### config.mk
export PLATFORM = sky130hd
export DESIGN_NAME = pw_bit_rx
export DESIGN_NICKNAME = d
export VERILOG_FILES = /design/src/rtl/pw_bit_pkg.sv /design/src/rtl/pw_bit_sync.sv /design/src/rtl/pw_bit_rx.sv
export SDC_FILE = /design/constraint.sdc
export NUM_CORES = 1
export LEC_CHECK = 0
export CAP_MARGIN = 40
export CORE_MARGIN = 4
export CORE_UTILIZATION = 40
export CTS_CLUSTER_SIZE = 10
export DETAILED_ROUTE_END_ITERATION = 7
export GPL_ROUTABILITY_DRIVEN = 0
export PLACE_DENSITY = 0.62
export SYNTH_ARGS = -nofsm -noshare
export SYNTH_HDL_FRONTEND = slang
export SYNTH_SLANG_ARGS = --single-unit
### constraint.sdc
create_clock -name aclk -period 7.6 [get_ports aclk]
set_clock_uncertainty 0.2 [all_clocks]
set_input_delay 1.52 -clock aclk [delete_from_list [all_inputs] [get_ports aclk]]
set_output_delay 1.52 -clock aclk [all_outputs]
set_load 0.005 [all_outputs]
### src/rtl/pw_bit_pkg.sv
// pw_bit_pkg: receiver state type and pulse-width timing defaults shared with the transmitter
package pw_bit_pkg;
  typedef enum logic [1:0] {
    IDLE,
    HIGH,
    LOW,
    WAIT_LOW
  } pw_rx_state_t;
  localparam int PW_PERIOD = 125;
  localparam int PW_T0H = 40;
  localparam int PW_T1H = 80;
endpackage

### src/rtl/pw_bit_sync.sv
// pw_bit_sync: multi-flop synchronizer for an asynchronous line with rise/fall strobes
module pw_bit_sync #(
  parameter int STAGES = 2
) (
  input  logic aclk,
  input  logic aresetn,
  input  logic d,
  output logic q,
  output logic rise,
  output logic fall
);
  logic [STAGES-1:0] ff;
  logic prev;
  always_ff @(posedge aclk)
    if (!aresetn) begin
      ff <= '0;
      prev <= 1'b0;
    end else begin
      ff <= {ff[STAGES-2:0], d};
      prev <= ff[STAGES-1];
    end
  assign q = ff[STAGES-1];
  assign rise = q & ~prev;
  assign fall = ~q & prev;
endmodule

### src/rtl/pw_bit_rx.sv
// pw_bit_rx: pulse-width serial receiver; slices each high time into a bit and packs bits into stream words
module pw_bit_rx
  import pw_bit_pkg::*;
#(
  parameter int DATA_WIDTH = 32,
  parameter int CNT_WIDTH = 16,
  parameter int SYNC_STAGES = 2,
  localparam int NBITS_W = $clog2(DATA_WIDTH + 1)
) (
  input  logic                  aclk,
  input  logic                  aresetn,
  input  logic                  rxd,
  input  logic                  cfg_enable,
  input  logic [CNT_WIDTH-1:0]  cfg_threshold,
  input  logic [CNT_WIDTH-1:0]  cfg_min_high,
  input  logic [CNT_WIDTH-1:0]  cfg_gap,
  output logic [DATA_WIDTH-1:0] m_data,
  output logic [NBITS_W-1:0]    m_nbits,
  output logic                  m_last,
  output logic                  m_valid,
  input  logic                  m_ready,
  output logic                  err_glitch,
  output logic                  err_stuck,
  output logic                  err_overflow,
  output logic                  busy
);
  pw_rx_state_t state, state_n;
  logic rxd_s, rise, fall, bit_v;
  logic [CNT_WIDTH-1:0] cnt, cnt_n;
  logic [DATA_WIDTH-1:0] sh, sh_n, ed, ed_n;
  logic [NBITS_W-1:0] nb, nb_n, en, en_n;
  logic el, el_n, emit, emit_n, glitch_n, stuck_n;

  pw_bit_sync #(.STAGES(SYNC_STAGES)) u_sync (
    .aclk(aclk),
    .aresetn(aresetn),
    .d(rxd),
    .q(rxd_s),
    .rise(rise),
    .fall(fall)
  );

  assign bit_v = cnt >= cfg_threshold;
  assign busy = state != IDLE;

  always_comb begin
    state_n = state;
    cnt_n = &cnt ? cnt : cnt + CNT_WIDTH'(1);
    sh_n = sh;
    nb_n = nb;
    emit_n = 1'b0;
    ed_n = ed;
    en_n = en;
    el_n = el;
    glitch_n = 1'b0;
    stuck_n = 1'b0;
    case (state)
      IDLE: if (rise) begin
        state_n = HIGH;
        cnt_n = CNT_WIDTH'(1);
      end
      HIGH: if (fall) begin
        state_n = LOW;
        cnt_n = CNT_WIDTH'(1);
        if (cnt < cfg_min_high) glitch_n = 1'b1;
        else if (nb == NBITS_W'(DATA_WIDTH - 1)) begin
          emit_n = 1'b1;
          ed_n = {sh[DATA_WIDTH-2:0], bit_v};
          en_n = NBITS_W'(DATA_WIDTH);
          el_n = 1'b0;
          sh_n = '0;
          nb_n = '0;
        end else begin
          sh_n = {sh[DATA_WIDTH-2:0], bit_v};
          nb_n = nb + NBITS_W'(1);
        end
      end else if (cnt >= cfg_gap) begin
        state_n = WAIT_LOW;
        stuck_n = 1'b1;
        sh_n = '0;
        nb_n = '0;
      end
      LOW: if (rise) begin
        state_n = HIGH;
        cnt_n = CNT_WIDTH'(1);
      end else if (cnt >= cfg_gap) begin
        state_n = IDLE;
        emit_n = nb != '0;
        ed_n = sh;
        en_n = nb;
        el_n = 1'b1;
        sh_n = '0;
        nb_n = '0;
      end
      WAIT_LOW: if (fall || !rxd_s) state_n = IDLE;
      default: state_n = IDLE;
    endcase
    // disabling mid-frame silently drops the partial word
    if (!cfg_enable) begin
      state_n = IDLE;
      sh_n = '0;
      nb_n = '0;
      emit_n = 1'b0;
      glitch_n = 1'b0;
      stuck_n = 1'b0;
    end
  end

  always_ff @(posedge aclk)
    if (!aresetn) begin
      state <= IDLE;
      cnt <= '0;
      sh <= '0;
      nb <= '0;
      emit <= 1'b0;
      ed <= '0;
      en <= '0;
      el <= 1'b0;
      err_glitch <= 1'b0;
      err_stuck <= 1'b0;
    end else begin
      state <= state_n;
      cnt <= cnt_n;
      sh <= sh_n;
      nb <= nb_n;
      emit <= emit_n;
      ed <= ed_n;
      en <= en_n;
      el <= el_n;
      err_glitch <= glitch_n;
      err_stuck <= stuck_n;
    end

  // single-entry output register; a word arriving while it is full and not draining is dropped
  always_ff @(posedge aclk)
    if (!aresetn) begin
      m_data <= '0;
      m_nbits <= '0;
      m_last <= 1'b0;
      m_valid <= 1'b0;
      err_overflow <= 1'b0;
    end else begin
      err_overflow <= emit && m_valid && !m_ready;
      if (emit && (!m_valid || m_ready)) begin
        m_data <= ed;
        m_nbits <= en;
        m_last <= el;
        m_valid <= 1'b1;
      end else if (m_ready) m_valid <= 1'b0;
    end
endmodule

==> flow_metrics.py <==
metrics = {
    "worst_hold_path": {
        "min_path_cells": 1,
        "worstHoldStart": "u_sync.ff[0]",
        "min_path_type": "reg -> reg",
    },
    "sta": {
        "max_slew.worst_pin.slew_ps": 819,
        "slew_viol_final": 0,
        "maxSlewHeadroom": 0.454,
        "max_clock_freq_mhz": 201,
        "timing.final.crit_share": 0.655,
        "final.setup.tns_ps": 0,
        "finalWorstPathRequiredPeriod_ps": 4980,
        "rsz_0062_raised_after_global_routing": "false",
        "finalSetupViolations": 0,
        "hold_viol_final": 0,
    },
    "cts": {
        "post_cts.resized_instances": 0,
        "cts.clk_slew.worst_paths_ps": 60,
        "clockRootBuffer": "sky130_fd_sc_hd__clkbuf_16",
        "cts_setup_buffers": 0,
        "h-tree-depth": 4,
        "clock-sinks": 142,
        "cts_hold_repair.buffers": 0,
        "tritoncts": "done",
        "cts_made_buffers": 17,
        "clock_insertion_delay_worst_skew_ps": 420,
        "ctsLongestPathBuffers": 2,
    },
    "placed_design": {
        "placed_cells_incl_taps": 1047,
        "number_of_buffers_inserted_by_port_buffering": 96,
        "place_hpwl_um": 11600,
    },
    "critical_path": {
        "timing_worst_setup_path_type": "in -> reg",
        "critical_path_peak_fanout": 34,
        "cp.required_ps": 7750,
        "regToRegStartpoint": "cnt[13]",
        "ff_to_ff_path_depth": 10,
        "worst_setup_path_start_kind": "primary input",
        "setup.worst_path.start": "cfg_min_high[11]",
        "end_kind": "flop",
        "cp_data_arrival_time_ps": 5130,
    },
    "grt": {
        "grt_pass1_wl_um": 27500,
        "grt_antenna_before_repair": 0,
        "globalRoute.totalOverflow": 0,
        "vias_in_the_first_global_route": 5553,
        "global_route.usage.total": 0.168,
        "grt_start_max_net_pins": 93,
    },
    "synth": {
        "asyncSetResetFlopFracSynth": 0,
        "synth.ff_latch_count": 142,
        "synth-edff-count": 0,
        "netlist_area_um2": 6950,
        "yosysUniqueCellTypes": 56,
        "yosys_warnings": 0,
        "synthesized_net_count": 873,
        "synth_cells": 765,
        "synth_area_per_cell_um2": 9.09,
        "ys.flop_type": "sky130_fd_sc_hd__dfxtp_1",
        "yosysSeqAreaShare": 0.409,
    },
    "drt": {
        "drt_wl_total_um": 16000,
        "first_iter_violations": 379,
        "route.vias.total": 5659,
        "drt-pass1-iter-count": 4,
        "postRouteAntennaNets": 0,
        "wl_per_cell_um": 14.8,
        "vias_per_cell": 5.25,
        "drc": 0,
    },
    "floorplan": {
        "top_level_ports": 97,
        "die_w_um": 140,
        "die_area_um2": 19500,
        "die_height_um": 140,
        "initial_util": 0.413,
        "core-area_um2": 16800,
        "core.rowCount": 47,
    },
    "power_and_ir_drop": {
        "power_density_nw_per_um2": 201,
        "power.leakage_nw": 3.70,
        "vdd.ir_drop.worst_mv": 0.168,
        "post-layout-total-power_w": 0.00175,
    },
    "layout": {
        "non_filler_instance_count_after_layout": 1078,
        "final_core_utilization": 0.518,
        "most_common_cell_after_layout_fill_and_taps_aside": "sky130_fd_sc_hd__dfxtp_1",
        "insertedDiodeCount": 0,
        "most_frequent_cells_in_the_layout": "sky130_fd_sc_hd__dfxtp_1, sky130_fd_sc_hd__nand2_1, sky130_fd_sc_hd__clkdlybuf4s50_1",
        "final_nets": 954,
        "final_layout_size_suffix_gt1_frac": 0.0559,
        "flow.area_growth_from_synthesis_pct": 25.3,
    },
    "outcome": {
        "run_status": "complete, no violations",
    },
    "flow_run": {
        "maxCapViolCount": 0,
    },
}
[synthesized netlist by cell type, types with 3 or more instances]
| master | n | share of area |
|---|---|---|
| sky130_fd_sc_hd__dfxtp_1 | 142 | 0.41 |
| sky130_fd_sc_hd__nand2_1 | 113 | 0.061 |
| sky130_fd_sc_hd__ha_1 | 55 | 0.099 |
| sky130_fd_sc_hd__inv_1 | 54 | 0.029 |
| sky130_fd_sc_hd__nand3_1 | 42 | 0.030 |
| sky130_fd_sc_hd__a21boi_0 | 39 | 0.042 |
| sky130_fd_sc_hd__mux2i_1 | 36 | 0.052 |
| sky130_fd_sc_hd__clkbuf_1 | 33 | 0.018 |
| sky130_fd_sc_hd__a22o_1 | 32 | 0.040 |
| sky130_fd_sc_hd__o211a_1 | 31 | 0.045 |
| sky130_fd_sc_hd__nor2_1 | 26 | 0.014 |
| sky130_fd_sc_hd__a21oi_1 | 24 | 0.017 |
| sky130_fd_sc_hd__nand4_1 | 11 | 0.0099 |
| sky130_fd_sc_hd__o21ai_0 | 9 | 0.0065 |
| sky130_fd_sc_hd__nor2b_1 | 7 | 0.0063 |
| sky130_fd_sc_hd__xnor2_1 | 7 | 0.0088 |
| sky130_fd_sc_hd__and2_1 | 6 | 0.0054 |
| sky130_fd_sc_hd__and3_1 | 6 | 0.0054 |
| sky130_fd_sc_hd__a211oi_1 | 5 | 0.0054 |
| sky130_fd_sc_hd__a311oi_1 | 5 | 0.0063 |
| sky130_fd_sc_hd__nand2b_1 | 5 | 0.0045 |
| sky130_fd_sc_hd__nor3_1 | 5 | 0.0036 |
| sky130_fd_sc_hd__o21a_1 | 5 | 0.0054 |
| sky130_fd_sc_hd__o22ai_1 | 5 | 0.0045 |
| sky130_fd_sc_hd__a31oi_1 | 4 | 0.0036 |
| sky130_fd_sc_hd__and4_1 | 4 | 0.0050 |
| sky130_fd_sc_hd__buf_4 | 4 | 0.0043 |
| sky130_fd_sc_hd__o21ai_1 | 4 | 0.0029 |
| sky130_fd_sc_hd__or3_1 | 4 | 0.0036 |
| sky130_fd_sc_hd__buf_2 | 3 | 0.0022 |
| sky130_fd_sc_hd__buf_6 | 3 | 0.0049 |
| sky130_fd_sc_hd__nor4_1 | 3 | 0.0027 |
| sky130_fd_sc_hd__xor2_1 | 3 | 0.0038 |
[worst paths after layout]
| check | to | slack [ps] |
|---|---|---|
| setup / recovery | ed[0] | 2620 |
| hold / removal | u_sync.ff[1] | 240 |
| setup reg to reg | ed[4] | 3750 |
| hold reg to reg | u_sync.ff[1] | 240 |
[cell type report]
type,count,area [um2]
flip-flops and latches,142,2840
clock buffers,22,484
inverters,54,203
repair buffers,106,1040
fillers,1591,8110
multi-input cells,525,3710
clock inverters,9,155
well taps,220,275
[stage by stage]
stage / setup slack (ps) / hold WS, ps / cell area (um2)
2_1_floorplan: 3570 / 212 / 6950
3_3_place_gp: 2030 / 223 / 8050
3_5_place_dp: 2170 / 229 / 8070
4_1_cts: 2610 / 252 / 8710
5_1_grt: 2330 / 265 / 8710
6_report: 2620 / 244 / 8710
[critical path: stages]
cell	delay, ps
sky130_fd_sc_hd__clkdlybuf4s50_1	450
sky130_fd_sc_hd__inv_1	40
sky130_fd_sc_hd__ha_1	310
sky130_fd_sc_hd__and4_1	290
sky130_fd_sc_hd__nand2_1	80
sky130_fd_sc_hd__or4_4	560
sky130_fd_sc_hd__a31oi_1	310
sky130_fd_sc_hd__a32o_1	220
sky130_fd_sc_hd__buf_4	310
sky130_fd_sc_hd__and2_1	410
sky130_fd_sc_hd__buf_4	370
sky130_fd_sc_hd__mux2i_1	220
[per-layer routing]
layer	share of wire	routed length, um	vias up	track usage
met5	0	0	-	0
met4	0.017	276	0	0.0592
met3	0.051	822	22	0.0412
met2	0.46	7380	108	0.263
met1	0.47	7480	2646	0.227
li1	-	-	2883	-
[state kept, by name (all words and copies together), names as in the netlist]
register and cells:
err_stuck 1, cnt 16, err_overflow 1, emit 1, m_data 32, u_sync.prev 1, state 2, m_valid 1
en 6, err_glitch 1, m_nbits 6, el 1, m_last 1, sh 32, ed 32, u_sync.ff 2
nb 6
[cell families after synthesis]
logic type                 count (synthesis)  share of synthesized area
AOI/OAI and AO/OA                        180                      0.201
xor gates and xnor gates                  10                     0.0126
adders and majority gates                 55                     0.0990
buffers and inverters                     98                     0.0589
DFF                                      142                      0.409
muxes                                     37                     0.0535
and+or+nand+nor                          243                      0.166
[power by group]
part,switching (W),internal (W)
logic,0.0000468,0.0000527
registers,0.00000769,0.000755
clock network,0.000308,0.000583
Power figures use the tool's default switching activity.
